**src/rtl/padattr_pkg.sv**
```systemverilog
// -----------------------------------------------------------------------------
// padattr_pkg
// Shared types and helpers for the pad attribute sequencer.
//   - state_e    : sequencer FSM states (IDLE, APPLY, WAIT)
//   - NPads      : total pad count for the default padring configuration
//   - pad_loc_t  : decoded pad location (MIO/DIO plus local index)
//   - pad_split  : flat pad index -> (is_dio, local index)
// -----------------------------------------------------------------------------
package padattr_pkg;

    localparam int NMioPadsDef = 16;
    localparam int NDioPadsDef = 4;
    localparam int NPads       = NMioPadsDef + NDioPadsDef;

    // Wide enough for any realistic local pad index.
    localparam int LocIdxW = 8;

    typedef enum logic [1:0] {
        IDLE  = 2'd0,
        APPLY = 2'd1,
        WAIT  = 2'd2
    } state_e;

    typedef struct packed {
        logic               is_dio;
        logic [LocIdxW-1:0] local_idx;
    } pad_loc_t;

    // Flat indices 0..n_mio-1 are MIO pads; everything above is DIO,
    // renumbered from zero.
    function automatic pad_loc_t pad_split(input int unsigned flat_idx,
                                           input int unsigned n_mio);
        pad_loc_t loc;
        if (flat_idx < n_mio) begin
            loc.is_dio    = 1'b0;
            loc.local_idx = LocIdxW'(flat_idx);
        end else begin
            loc.is_dio    = 1'b1;
            loc.local_idx = LocIdxW'(flat_idx - n_mio);
        end
        return loc;
    endfunction

endpackage

```
**src/rtl/padattr_pick.sv**
```systemverilog
// -----------------------------------------------------------------------------
// padattr_pick
// Combinational lowest-set-bit priority encoder.
// Ports:
//   req_vec    in  N  request bitmap
//   pick_idx   out W  index of the lowest set bit (0 when none set)
//   pick_valid out 1  at least one bit of req_vec is set
// -----------------------------------------------------------------------------
module padattr_pick #(
    parameter int N = 20,
    parameter int W = 5
) (
    input  logic [N-1:0] req_vec,
    output logic [W-1:0] pick_idx,
    output logic         pick_valid
);

    // Scan upward; the first hit wins so lower indices take priority.
    always_comb begin
        pick_idx   = '0;
        pick_valid = 1'b0;
        for (int i = 0; i < N; i++) begin
            if (req_vec[i] && !pick_valid) begin
                pick_idx   = W'(i);
                pick_valid = 1'b1;
            end else begin
                // an earlier (lower) index already won
            end
        end
    end

endmodule

```
**src/rtl/padattr_sequencer.sv**
```systemverilog
// -----------------------------------------------------------------------------
// padattr_sequencer
// Holds the live per-pad attributes driven into the padring. Writes land in a
// shadow copy and mark the pad pending; pending pads are then copied to the
// live array one at a time, lowest index first, with at least StaggerCycles
// cycles between applies so pad drive changes are spread out in time.
// Ports:
//   clk_i        in  1                 clock
//   rst_i        in  1                 synchronous reset, active high
//   req_valid_i  in  1                 attribute write request
//   req_ready_o  out 1                 write accepted when valid && ready
//   req_idx_i    in  IdxW              flat pad index (MIO first, then DIO)
//   req_attr_i   in  AttrDw            new attribute value
//   freeze_i     in  1                 holds off starting new applies
//   busy_o       out 1                 pending work or apply/stagger active
//   err_o        out 1                 pulse after an out-of-range write
//   mio_attr_o   out NMioPads*AttrDw   live MIO attributes, pad k at k*AttrDw
//   dio_attr_o   out NDioPads*AttrDw   live DIO attributes, same packing
// -----------------------------------------------------------------------------
module padattr_sequencer
    import padattr_pkg::*;
#(
    parameter int NMioPads      = 16,
    parameter int NDioPads      = 4,
    parameter int AttrDw        = 8,
    parameter int StaggerCycles = 4,
    parameter int IdxW          = 5
) (
    input  logic                         clk_i,
    input  logic                         rst_i,
    input  logic                         req_valid_i,
    output logic                         req_ready_o,
    input  logic [IdxW-1:0]              req_idx_i,
    input  logic [AttrDw-1:0]            req_attr_i,
    input  logic                         freeze_i,
    output logic                         busy_o,
    output logic                         err_o,
    output logic [NMioPads*AttrDw-1:0]   mio_attr_o,
    output logic [NDioPads*AttrDw-1:0]   dio_attr_o
);

    localparam int NumPads = NMioPads + NDioPads;

    // WAIT counts StaggerCycles-2 down to 0, which fits in clog2(StaggerCycles).
    localparam int CntW = (StaggerCycles > 2) ? $clog2(StaggerCycles) : 1;
    localparam logic [CntW-1:0] CntLoad =
        (StaggerCycles > 1) ? CntW'(StaggerCycles - 2) : '0;

    // One extra bit so the range check still works when NumPads == 2**IdxW.
    localparam logic [IdxW:0] NumPadsExt = (IdxW + 1)'(NumPads);

    state_e                          state_r;
    state_e                          state_n_s;
    logic [CntW-1:0]                 cnt_r;
    logic [CntW-1:0]                 cnt_n_s;
    logic [IdxW-1:0]                 sel_r;
    logic [IdxW-1:0]                 sel_n_s;
    logic                            apply_s;

    logic [NumPads-1:0][AttrDw-1:0]  shadow_r;
    logic [NumPads-1:0][AttrDw-1:0]  live_r;
    logic [NumPads-1:0]              pending_r;
    logic [NumPads-1:0]              wr_vec_s;
    logic [NumPads-1:0]              clr_vec_s;

    logic                            ready_r;
    logic                            busy_r;
    logic                            err_r;

    logic                            accept_s;
    logic                            in_range_s;
    logic [IdxW-1:0]                 pick_idx_s;
    logic                            pick_valid_s;

    assign accept_s = req_valid_i && ready_r;

    padattr_pick #(
        .N (NumPads),
        .W (IdxW)
    ) u_pick (
        .req_vec    (pending_r),
        .pick_idx   (pick_idx_s),
        .pick_valid (pick_valid_s)
    );

    // Decode the incoming write and the current apply into per-pad strobes.
    always_comb begin
        in_range_s = ({1'b0, req_idx_i} < NumPadsExt);
        wr_vec_s   = '0;
        clr_vec_s  = '0;
        for (int i = 0; i < NumPads; i++) begin
            if (accept_s && in_range_s && (req_idx_i == IdxW'(i))) begin
                wr_vec_s[i] = 1'b1;
            end else begin
                wr_vec_s[i] = 1'b0;
            end
            if (apply_s && (sel_r == IdxW'(i))) begin
                clr_vec_s[i] = 1'b1;
            end else begin
                clr_vec_s[i] = 1'b0;
            end
        end
    end

    // FSM state, stagger counter and selected pad registers.
    always_ff @(posedge clk_i) begin
        if (rst_i) begin
            state_r <= IDLE;
            cnt_r   <= '0;
            sel_r   <= '0;
        end else begin
            state_r <= state_n_s;
            cnt_r   <= cnt_n_s;
            sel_r   <= sel_n_s;
        end
    end

    // FSM next-state logic; freeze only gates leaving IDLE, never an
    // apply/stagger already under way.
    always_comb begin
        state_n_s = state_r;
        cnt_n_s   = cnt_r;
        sel_n_s   = sel_r;
        apply_s   = 1'b0;
        case (state_r)
            IDLE: begin
                if (pick_valid_s && !freeze_i) begin
                    sel_n_s   = pick_idx_s;
                    state_n_s = APPLY;
                end else begin
                    state_n_s = IDLE;
                end
            end
            APPLY: begin
                apply_s = 1'b1;
                if (StaggerCycles == 1) begin
                    state_n_s = IDLE;
                end else begin
                    cnt_n_s   = CntLoad;
                    state_n_s = WAIT;
                end
            end
            WAIT: begin
                if (cnt_r == '0) begin
                    state_n_s = IDLE;
                end else begin
                    cnt_n_s = cnt_r - CntW'(1);
                end
            end
            default: begin
                state_n_s = IDLE;
            end
        endcase
    end

    // Shadow, pending and live arrays. A write landing on the pad being
    // applied wins over the pending clear, so the new value gets its own pass
    // while live takes the shadow value from before this cycle's write.
    always_ff @(posedge clk_i) begin
        if (rst_i) begin
            shadow_r  <= '0;
            live_r    <= '0;
            pending_r <= '0;
        end else begin
            for (int i = 0; i < NumPads; i++) begin
                if (wr_vec_s[i]) begin
                    shadow_r[i] <= req_attr_i;
                end
                if (clr_vec_s[i]) begin
                    live_r[i] <= shadow_r[i];
                end
            end
            pending_r <= (pending_r & ~clr_vec_s) | wr_vec_s;
        end
    end

    // Registered status outputs.
    always_ff @(posedge clk_i) begin
        if (rst_i) begin
            ready_r <= 1'b0;
            busy_r  <= 1'b0;
            err_r   <= 1'b0;
        end else begin
            ready_r <= 1'b1;
            busy_r  <= (|pending_r) || (state_r != IDLE);
            err_r   <= accept_s && !in_range_s;
        end
    end

    assign req_ready_o = ready_r;
    assign busy_o      = busy_r;
    assign err_o       = err_r;
    assign mio_attr_o  = live_r[NMioPads-1:0];
    assign dio_attr_o  = live_r[NumPads-1:NMioPads];

endmodule

```
**config.mk**
```make
export PLATFORM = sky130hd
export DESIGN_NAME = padattr_sequencer
export DESIGN_NICKNAME = d
export VERILOG_FILES = /design/src/rtl/padattr_pkg.sv /design/src/rtl/padattr_pick.sv /design/src/rtl/padattr_sequencer.sv
export SDC_FILE = /design/constraint.sdc
export NUM_CORES = 1
export LEC_CHECK = 0
export ABC_CLOCK_PERIOD_IN_PS = 2450
export CORE_MARGIN = 2
export CORE_UTILIZATION = 54
export DETAILED_ROUTE_END_ITERATION = 7
export PLACE_DENSITY = 0.79
export REMOVE_ABC_BUFFERS = 1
export SLEW_MARGIN = 0
export SYNTH_ARGS = -nofsm -noshare
export SYNTH_HDL_FRONTEND = slang
export SYNTH_SLANG_ARGS = --single-unit
```
**constraint.sdc**
```tcl
create_clock -name clk_i -period 2.45 [get_ports clk_i]
set_input_delay 0.49 -clock clk_i [delete_from_list [all_inputs] [get_ports clk_i]]
set_output_delay 0.49 -clock clk_i [all_outputs]
set_load 0.05 [all_outputs]
```
==> key figures <==
Logic synthesis
  • Most numerous cell in the Yosys netlist: dfxtp_1
  • Most area-hungry cell type in the Yosys netlist: dfxtp_1
  • Post-synth EDFFs: 0
  • Synth Register Bits: ~350
  • Compound-Gate Fraction of Synth Area: 0.0435
  • Adder-Cell Fraction of Synth Area: 0.000958
  • Simple-Gate Fraction of Synth Area: 0.173
  • Post-Synth XOR/XNOR Area: 0
  • Async set or reset register ratio after synthesis: 0
  • YS warnings: 0
  • Post-synth top area share: 0.540
  • Seq/Total Area, Yosys: 0.540
  • Mapped Avg Cell Area: about 10 um2
  • Top cells by area, synth: dfxtp_1 (54%), mux2i_1 (20%), nor2_1 (8.5%)
  • Mux share of post-synthesis cell area: 0.205
  • Synth Instances: 1,332
  • Largest family of logic cells by synthesized area: multiplexers
  • Synth unique cells: 48
  • Top FF cell, synth: dfxtp_1
  • Commonest cells post-synth: dfxtp_1 (352), nor2_1 (295), mux2i_1 (267), a21oi_1 (77), nand2_1 (74)
  • Syn Std Cell Area: 13,100 um2

Floorplanning
  • Top Ports: 180
  • Std cell rows: 56
  • Die Span Y: about 160 um
  • Core Area: about 24,000 um2
  • Die area: 25,400 um2
  • Die width: ~160 um
  • Initial Utilization: 0.553

Timing
  • Final clock period utilization by the worst path: 0.911
  • Final hold vios: 0
  • Worst rel slew slack: 0.568
  • FMAX: 448 MHz
  • Final critical-path required period: 2230 ps
  • Max Transition Viols Final: 0
  • Final setup viols: 0
  • Post-Route Hold Slack: 400 ps
  • Worst-Margin Slew: about 650 ps
  • RSZ-0062 raised after global routing: no
  • Clk_skew: 10.6 ps

Placed design
  • Final HPWL DP: roughly 20 mm
  • Count of input and output buffers: roughly 180
  • Routability cong.: about 0.80
  • Placed cell areas: approximately 15,000 um2

Power and ir drop
  • Leakage power: 6.42 nW
  • Max IR drop VDD: approximately 0.42 mV
  • Pwr per Cell Area: ~710 nW/um2
  • Pwr Total: 11.6 mW

Setup path
  • Crit-path cells: clkdlybuf4s50_1
  • Crit path DAT: ~1700 ps
  • Crit path required time: between 1500 and 2000 ps
  • Worst path bufs/invs: 1
  • Critical Path Source Type: flop
  • R2R depth: 6
  • Crit path max-delay cell type: clkdlybuf4s50_1
  • Critical path fanouts, max: 4
  • Critical path's top delay family: buffers and inverters
  • Worst r2r dst: pending_r[9]$_SDFF_PP0_
  • Internal reg-to-reg setup slack: roughly 320 ps
  • CP max stage delay: slightly above 800 ps
  • Crit path kind: reg -> out
  • Reg-to-Reg Start: state_r[0]$_SDFFE_PP0P_
  • CP startpoint: req_ready_o$_DFF_P_
  • Crit path capture type: output port

Hold path
  • Hold Path Class: in -> reg
  • Hold_sp: rst_i
  • Cells on Worst Hold Path: 2
  • Sink of the worst hold path: dio_attr_o[10]$_SDFFE_PP0P_

Routing
  • Vias per inst: 5.37
  • Via Count: about 9.9k
  • Antenna viol nets, final: 0
  • Pre-Repair DR Iteration Count: 4
  • Wirelength, routed: between 30 and 40 mm
  • Drt drc: 0
  • Wire per inst: around 17 um
  • Iteration-0 DRC Markers: ~650

CTS
  • Resized Gates After CTS: 0
  • Sink Count: 352
  • CTS tree: built
  • Root Buffer: clkbuf_16
  • Clk pin slew, worst setup/hold paths: about 60 ps
  • Hold buffer count at CTS: 0
  • Setup bufs post-CTS: 0
  • Skew-Pair Late Insertion Delay: around 500 ps
  • CTS max path bufs: 3
  • Max H-tree Level: 2
  • Num CTS Buffers: 36

Final layout
  • Area Growth Syn to Fin: 25.5%
  • Finished Cell Area: 16,400 um2
  • # diodes: 0
  • Fill count: 1,831
  • NumNets Final: 1,513
  • Layout cells sized above 1: 0.0856

Global route
  • Largest net degree at the start of global routing: 85
  • First-pass GRT wire length: a little over 50 mm
  • Vias in the first global route: 9,732
  • Grt total ovfl: 0
  • GR Util All Layers: 0.244
  • Antenna violations before repair: 0

Outcome
  • Status: finished, final reports clean

Run
  • Max-cap violations: 0
state kept, by name (all words and copies together), names as in the netlist:
signal	cells
dio_attr_o	32
sel_r	5
state_r	2
err_o	1
busy_o	1
cnt_r	2
req_ready_o	1
shadow_r	160
mio_attr_o	128
pending_r	20
cells in the final DEF, fill, tap and decap left out, types with 2 or more instances in the layout:
| cell type | instances |
|---|---|
| dfxtp_1 | 352 |
| nor2_1 | 295 |
| mux2i_1 | 267 |
| clkdlybuf4s50_1 | 178 |
| a21oi_1 | 77 |
| nand2_1 | 74 |
| nand3_1 | 67 |
| buf_4 | 40 |
| clkbuf_16 | 37 |
| nor2_4 | 11 |
| clkbuf_8 | 11 |
| nand2b_1 | 9 |
| inv_1 | 9 |
| o21ai_0 | 7 |
| nor3_1 | 7 |
| nor2b_1 | 6 |
| clkinv_2 | 5 |
| clkbuf_1 | 5 |
| buf_12 | 5 |
| or3_1 | 4 |
| nor4_2 | 4 |
| nor4_1 | 4 |
| nor2_2 | 3 |
| or4_1 | 2 |
| o22a_1 | 2 |
| o41ai_1 | 2 |
| a211oi_1 | 2 |
| o22ai_1 | 2 |
| and3_1 | 2 |
| and4_1 | 2 |
| nand2b_4 | 2 |
| bufinv_16 | 2 |
metrics by stage:
step	util	cells	setup TNS [ps]	worst slack [ps]
2_1_floorplan	-	1233	-892	-71.1
3_3_place_gp	0.644	1776	0	62.8
3_5_place_dp	0.644	1776	0	20.7
4_1_cts	0.694	1837	0	213
5_1_grt	0.694	1837	0	197
6_report	0.694	1837	0	217
layer usage:
metal  vias to the layer above  wire (um)  share of wire  GRT usage
met1                      4754      14200           0.45      0.327
li1                       4803          -              -          -
met3                        50       1610          0.051     0.0414
met4                         0        647          0.020     0.0682
met2                       264      15200           0.48      0.408
met5                         -          0              0          0
cell type report:
cell class	count	area [um2]	share of cell area
clock buffers	53	1100	0.0668
clock inverters	8	93.8	0.00572
inverters	9	33.8	0.00206
multi-input cells	872	5530	0.337
flip-flops and latches	352	7050	0.430
well taps	319	399	0.0243
repair buffers	224	2200	0.134
worst max path at each step:
stage,end,cells past startpoint
floorplan,shadow_r[24]$_SDFFE_PP0P_,5
global placement,shadow_r[130]$_SDFFE_PP0P_,5
detailed placement,shadow_r[128]$_SDFFE_PP0P_,6
CTS,req_ready_o,1
global route,req_ready_o,1
finish,req_ready_o,1
cell families (layout without fill, tap and decap cells):
| family | after synthesis | after routing |
|---|---|---|
| simple gates | 503 | 503 |
| buf+inv | 108 | 294 |
| compound gates | 101 | 101 |
| fa+ha+maj | 1 | 1 |
| flops | 352 | 352 |
| mux | 267 | 267 |
power by group:
part           switching (mW)  internal (mW)
clock network            2.16           3.30
logic                   0.256          0.112
registers              0.0183           5.74
No activity file was read; power rests on OpenSTA's default activity.
